File: src/rtl/core_sequencer.sv
// core_sequencer
//   Handshake-driven multi-cycle control sequencer for the RV32 core.
//   Each instruction goes through four phases. FETCH_REQ raises a fetch
//   request. FETCH_WAIT waits for the response and latches it. EXEC lets
//   the decoder and ALU settle. WB pulses the PC and register-file strobes
//   once. An ebreak stops the core in HALT. A fetch that never answers
//   stops it in ERR.
//
// Ports
//   clk, rst            : clock and synchronous active-high reset
//   ifu_req_valid       : fetch request for the current pc (output)
//   ifu_req_ready       : fetch port accepts the request
//   ifu_rsp_valid       : fetched word present on ifu_rsp_inst
//   ifu_rsp_inst [31:0] : fetched instruction word
//   inst [31:0]         : latched instruction for the decoder (output)
//   dec_wen, dec_halt   : decoder write enable / ebreak flag for inst
//   rf_we, pc_we        : register-file and PC write strobes (outputs)
//   halted, fetch_err   : terminal status flags (outputs)
//   state [2:0]         : state encoding for debug (output)
//   cycle_cnt           : running cycle count (output)
//   instret_cnt         : retired instruction count (output)
module core_sequencer #(
  parameter int          CNT_W         = 32,
  parameter int          FETCH_TIMEOUT = 16,
  parameter logic [31:0] RESET_INST    = 32'h0000_0013
) (
  input  logic             clk,
  input  logic             rst,
  output logic             ifu_req_valid,
  input  logic             ifu_req_ready,
  input  logic             ifu_rsp_valid,
  input  logic [31:0]      ifu_rsp_inst,
  output logic [31:0]      inst,
  input  logic             dec_wen,
  input  logic             dec_halt,
  output logic             rf_we,
  output logic             pc_we,
  output logic             halted,
  output logic             fetch_err,
  output logic [2:0]       state,
  output logic [CNT_W-1:0] cycle_cnt,
  output logic [CNT_W-1:0] instret_cnt
);

  typedef enum logic [2:0] {
    FETCH_REQ  = 3'd0,
    FETCH_WAIT = 3'd1,
    EXEC       = 3'd2,
    WB         = 3'd3,
    HALT       = 3'd4,
    ERR        = 3'd5
  } state_e;

  // The wait counter only has to reach FETCH_TIMEOUT-1.
  localparam int                WAIT_W    = (FETCH_TIMEOUT > 1) ? $clog2(FETCH_TIMEOUT) : 1;
  localparam logic [WAIT_W-1:0] WAIT_LAST = WAIT_W'(FETCH_TIMEOUT - 1);

  state_e            state_q, state_d;
  logic [31:0]       inst_q, inst_d;
  logic [WAIT_W-1:0] wait_q, wait_d;
  logic [CNT_W-1:0]  cycle_q, cycle_d;
  logic [CNT_W-1:0]  instret_q, instret_d;

  // State, instruction latch, wait counter and performance counters.
  always_ff @(posedge clk) begin
    if (rst) begin
      state_q   <= FETCH_REQ;
      inst_q    <= RESET_INST;
      wait_q    <= {WAIT_W{1'b0}};
      cycle_q   <= {CNT_W{1'b0}};
      instret_q <= {CNT_W{1'b0}};
    end else begin
      state_q   <= state_d;
      inst_q    <= inst_d;
      wait_q    <= wait_d;
      cycle_q   <= cycle_d;
      instret_q <= instret_d;
    end
  end

  // Next-state logic and the register updates that go with each transition.
  always_comb begin
    state_d   = state_q;
    inst_d    = inst_q;
    wait_d    = wait_q;
    instret_d = instret_q;

    case (state_q)
      FETCH_REQ: begin
        if (ifu_req_ready) begin
          state_d = FETCH_WAIT;
          wait_d  = {WAIT_W{1'b0}};
        end else begin
          state_d = FETCH_REQ;
        end
      end
      FETCH_WAIT: begin
        // A response on the last allowed cycle still wins over the timeout.
        if (ifu_rsp_valid) begin
          inst_d  = ifu_rsp_inst;
          state_d = EXEC;
        end else if (wait_q == WAIT_LAST) begin
          state_d = ERR;
        end else begin
          wait_d = wait_q + {{(WAIT_W-1){1'b0}}, 1'b1};
        end
      end
      EXEC: begin
        // An ebreak retires here without touching the PC or register file.
        if (dec_halt) begin
          state_d   = HALT;
          instret_d = instret_q + {{(CNT_W-1){1'b0}}, 1'b1};
        end else begin
          state_d = WB;
        end
      end
      WB: begin
        state_d   = FETCH_REQ;
        instret_d = instret_q + {{(CNT_W-1){1'b0}}, 1'b1};
      end
      HALT:    state_d = HALT;
      ERR:     state_d = ERR;
      default: state_d = FETCH_REQ;
    endcase

    // The cycle counter stops together with the core.
    if ((state_q == HALT) || (state_q == ERR)) begin
      cycle_d = cycle_q;
    end else begin
      cycle_d = cycle_q + {{(CNT_W-1){1'b0}}, 1'b1};
    end
  end

  // rf_we is the only output that follows an input (dec_wen) combinationally.
  assign ifu_req_valid = (state_q == FETCH_REQ);
  assign pc_we         = (state_q == WB);
  assign rf_we         = (state_q == WB) & dec_wen;
  assign halted        = (state_q == HALT);
  assign fetch_err     = (state_q == ERR);
  assign inst          = inst_q;
  assign state         = state_q;
  assign cycle_cnt     = cycle_q;
  assign instret_cnt   = instret_q;

endmodule

File: config.mk
export PLATFORM = sky130hd
export DESIGN_NAME = core_sequencer
export DESIGN_NICKNAME = d
export VERILOG_FILES = /design/src/rtl/core_sequencer.sv
export SDC_FILE = /design/constraint.sdc
export NUM_CORES = 1
export LEC_CHECK = 0
export CAP_MARGIN = 20
export CORE_ASPECT_RATIO = 1.4
export CORE_UTILIZATION = 50
export DETAILED_ROUTE_END_ITERATION = 8
export PLACE_DENSITY_LB_ADDON = 0.08
export SLEW_MARGIN = 0
export SYNTH_ARGS = -nofsm -noshare
export SYNTH_HDL_FRONTEND = slang
export SYNTH_SLANG_ARGS = --single-unit
File: constraint.sdc
create_clock -name clk -period 4.72 [get_ports clk]
set_input_delay 1.18 -clock clk [delete_from_list [all_inputs] [get_ports clk]]
set_output_delay 1.18 -clock clk [all_outputs]
set_load 0.02 [all_outputs]
Word level (Yosys, flattened, before mapping)
Index checks and enable logic that the tools add are counted.
{ "op_classes": {"reduce_logical": 7, "muxes": 11, "n_bitwise": 1, "n_eq_ne": 11, "add_sub_neg": 3} }
{ "ops": {"columns": ["operator", "n"], "rows": [
  ["32-bit by 1-bit adder with 32-bit output, second input constant", 2],
  ["32-bit case mux with 2 select lines", 1],
  ["32-bit 2-to-1 mux", 1],
  ["3-bit case mux with 5 select lines", 1],
  ["4-bit 2-to-1 mux", 3],
  ["3-bit 2-to-1 mux", 3],
  ["4-bit case mux with 2 select lines", 1],
  ["3-bit by 2-bit == test with 1-bit output, second input constant", 2],
  ["3-bit == test, second input constant", 2],
  ["2-bit != test, second input constant", 3],
  ["4-bit by 1-bit adder with 4-bit output, second input constant", 1],
  ["4-bit == test, second input constant", 1],
  ["2-bit AND reduction", 2],
  ["4-bit AND reduction", 1],
  ["2-bit nonzero test", 2],
  ["3-bit by 1-bit == test with 1-bit output, second input constant", 1],
  ["3-bit logical NOT", 1],
  ["3-bit != test, second input constant", 1],
  ["2-bit by 1-bit != test with 1-bit output, second input constant", 1],
  ["1-bit bitwise AND", 1],
  ["1-bit logical OR", 1],
  ["1-bit 2-to-1 mux", 1]
]} }
{ "totals": {"word_cells": 38, "ff_bits": 103} }

Longest topological paths before layout
{ "depth": {"depth_word": 4, "depth_mapped": 9} }

Worst setup path after synthesis
Ideal clock, no wire load.
{ "synth_path": {"kind": "input to register", "start": "input port dec_halt", "end": "register instret_q[17], in the netlist instret_cnt[17]", "arrival_ps": 2854, "path_buffers": 2, "cell_stages": 7, "setup_slack_ps": 1796, "required_ps": 4650, "setup_ps": 70, "path_cell_list": "nor2_1 or3_4 buf_6 or4_4 buf_6 or3_1 a21oi_1"} }
{ "synth_via": {"elab_chain_len": 2} }
{ "synth_rtl": {"columns": ["item", "line", "source"], "rows": [
  ["from (decl)", "35", "input logic dec_halt,"],
  ["2-bit != test (no source line)", null, null],
  ["2-bit AND reduction (no source line)", null, null],
  ["to (signal assigned)", "71", "instret_q <= {CNT_W{1'b0}};"],
  ["to (signal assigned)", "77", "instret_q <= instret_d;"],
  ["to (decl)", "62", "logic [CNT_W-1:0] instret_q, instret_d;"]
]} }
Every way passes these cells.
A chain may end at the register's enable or synchronous reset.

Final worst setup path
{ "layout_path": {"start": "input port dec_wen", "end": "output port rf_we"} }
{ "layout_via": {"elab_chain_len": 1} }
{ "layout_rtl": {"columns": ["item", "line", "source"], "rows": [
  ["from (decl)", "34", "input logic dec_wen,"],
  ["1-bit bitwise AND", "137", "assign rf_we = (state_q == WB) & dec_wen;"],
  ["to (decl)", "36", "output logic rf_we,"]
]} }
Every way passes these cells.

==> flow_metrics.tcl <==
set metrics [dict create \
    status "complete, no violations" \
    synth_top_area_share 0.464 \
    fill_cells 678 \
    dr.first_iter.drc_count 191 \
    endpoint_kind "output pin" \
    area_growth_pct 38.4 \
    dp_cells 757 \
    route.vias.total 4147 \
    crit_type "primary input to output pin" \
    ys_seq_area_frac 0.464 \
    p_sw_uw 422 \
    via_per_inst 5.36 \
    power_density_mw_per_mm2 297 \
    gr-max-usage-layer "met2" \
    antenna_found_initial 0 \
    routabilityCongestion 0.866 \
    max_cap_viol_count 0 \
    htree_levels 3 \
    setup_viol 0 \
    final_layout_size_suffix_gt1_frac 0.0329 \
    use_met2 0.420 \
    finalCriticalPeriod_ns 3.52 \
    clkPwrFrac 0.400 \
    cts-root-buf "clkbuf_16" \
    met3_usage 0.0464 \
    cts_tree "done" \
    max_freq_ghz 0.284 \
    initial_core_util 0.517 \
    ioPinCount 142 \
    power_leakage_uw 0.00203 \
    hpwlAfterDp_um 7800 \
    synth.area.top_cells "dfxtp_1 46%, nand2_1 7.2%, xnor2_1 6.3%" \
    rsz0062_at_grt "no" \
    setup_ws_ns 1.20 \
    finalClockSkew_ns 0.00420 \
    rows 40 \
    worstPathRequired_ns 3.54 \
    diodes 0 \
    hold_path.class "flop to flop" \
    arrival_ns 2.34 \
    clk_pin_slew_worst_paths_ns 0.06 \
    ir_drop_mv 0.215 \
    worst-path-max-fanout 1 \
    routedWlPerCell_um 14.2 \
    ys_types 36 \
    ys_warn_count 0 \
    overflow 0 \
    pwr-share-seq 0.497 \
    drcViolationCount 0 \
    grt_pass1_vias 3974 \
    hold_viol 0 \
    hold_start "inst[23]$_SDFFE_PP0P_" \
    r2r_start "cycle_cnt[2]$_SDFFE_PP0P_" \
    grt_pass1_wl_um 17800 \
    slew_headroom 0.301 \
    netSwitchingFraction 0.231 \
    report.final.slew_viol_count 0 \
    ant_nets 0 \
    clock-sinks 103 \
    dieHeight_um 114 \
    core_area_mm2 0.00861 \
    power_frac_comb 0.103 \
    met1_usage 0.280 \
    critPathLaunch "dec_wen" \
    grt_start_max_net_pins 56 \
    grt_usage 0.243 \
    die_x_um 81.7 \
    clkLatencyLatePin_ns 0.34 \
    hold_buffers 0 \
    ys_seq_elements 103 \
    fin_util 0.715 \
    syn_area_per_cell_um2 8.23 \
    fin_crit_sh 0.745 \
    postCtsResizedCells 0 \
    syn_nets 581 \
    intPower_uw 1410 \
    finalNonFillerCells 773 \
    port_buffers 141 \
    firstDrtPassIters 4 \
    fin_setup_tns_ns 0 \
    yosys.area.top_type "dfxtp_1" \
    syn-cell-area_mm2 0.00445 \
    die_area_mm2 0.00928 \
    place_ws_ns 1.16 \
    crit_path_start_kind "primary input" \
    cts_buffer_depth 2 \
    syn_inst 540 \
    cts_made_buffers 9 \
    wirelength_um 11000 \
    fin_nets 704 \
    worst_pin_slew_ns 1.04 \
    post_cts_buffers 0 \
]
layout make-up:
cell class              count  area [um2]  share of cell area
well taps                 105         131              0.0213
clock inverters             3        42.5             0.00691
multi-input cells         398        2210               0.359
clock buffers              13         250              0.0407
repair buffers            143        1430               0.232
inverters                   8        30.0             0.00488
flip-flops and latches    103        2060               0.335
cells in the mapped netlist:
library cell and count:
dfxtp_1 103, nand2_1 85, nor2_1 66, a21oi_1 42
xnor2_1 32, nand4_1 26, clkbuf_1 25, nand3_1 21
xor2_1 21, nor4_1 18, nor3_1 17, or3_1 9
inv_1 8, o21ai_0 8, and3_1 6, nor2b_1 6
and4_1 5, or4_1 5, and2_1 4, buf_6 4
ha_1 3, nand2b_1 3, nand3b_1 3, o21ai_1 3
buf_1 2, mux2i_1 2, nor4b_1 2, o31ai_1 2
or2_2 2, a22oi_1 1, a31oi_1 1, and2b_1 1
nand2b_4 1, nor3b_1 1, or3_4 1, or4_4 1
routing by layer:
layer  up-vias  routed length [um]
li1       2083                   -
met2       133                5400
met3        24                 651
met4         0                 259
met5         -                   0
met1      1907                4690
cells in the final DEF, fill, tap and decap left out, types with 17 or more instances in the layout:
cell	count
dfxtp_1	103
xnor2_1	32
nor3_1	17
nand3_1	21
xor2_1	21
a21oi_1	42
clkdlybuf4s50_1	140
nor2_1	65
nor4_1	18
nand4_1	26
nand2_1	85
flip-flops by register name, summed over array words and instances (netlist names):
register,flops
state,3
wait_q,4
cycle_cnt,32
inst,32
instret_cnt,32
through the flow:
step / area, um2 / hold WS [ns] / total power, uW
floorplan: 4450 / 0.516 / 1020
CTS: 6160 / 0.457 / 1840
finish: 6160 / 0.454 / 1830
global route: 6160 / 0.475 / 1910
global placement: 5850 / 0.441 / 1110
detailed placement: 5860 / 0.448 / 1120
power groups by stage:
stage | clock (uW) | combinational, uW | sequential [uW]
6_report | 731 | 188 | 909
5_1_grt | 789 | 205 | 911
4_1_cts | 744 | 189 | 909
3_5_place_dp | 0 | 188 | 929
3_3_place_gp | 0 | 183 | 927
2_1_floorplan | 0 | 75.5 | 949
logic make-up (layout without fill, tap and decap cells):
kind of cell | count (synthesis) | in the layout | synth area share
AO/OA/AOI/OAI | 57 | 57 | 0.0661
XOR/XNOR | 53 | 53 | 0.104
adder cells (fa/ha/maj) | 3 | 3 | 0.00844
buffers and inverters | 39 | 167 | 0.0397
flip-flops | 103 | 103 | 0.464
multiplexers | 2 | 2 | 0.00450
AND/OR/NAND/NOR | 283 | 283 | 0.313
critical path, stage by stage:
cell	delay (ns)
clkdlybuf4s50_1	0.46
and2_1	0.11
clkdlybuf4s50_1	0.59
final timing paths:
check | to | slack, ns | cells after the start
min reg2reg | inst[23]$_SDFFE_PP0P_ | 0.45 | 2
max | rf_we | 1.20 | 3
max reg2reg | cycle_cnt[28]$_SDFFE_PP0P_ | 2.19 | 5
min | inst[23]$_SDFFE_PP0P_ | 0.45 | 2
(Power assumes the default switching activity.)
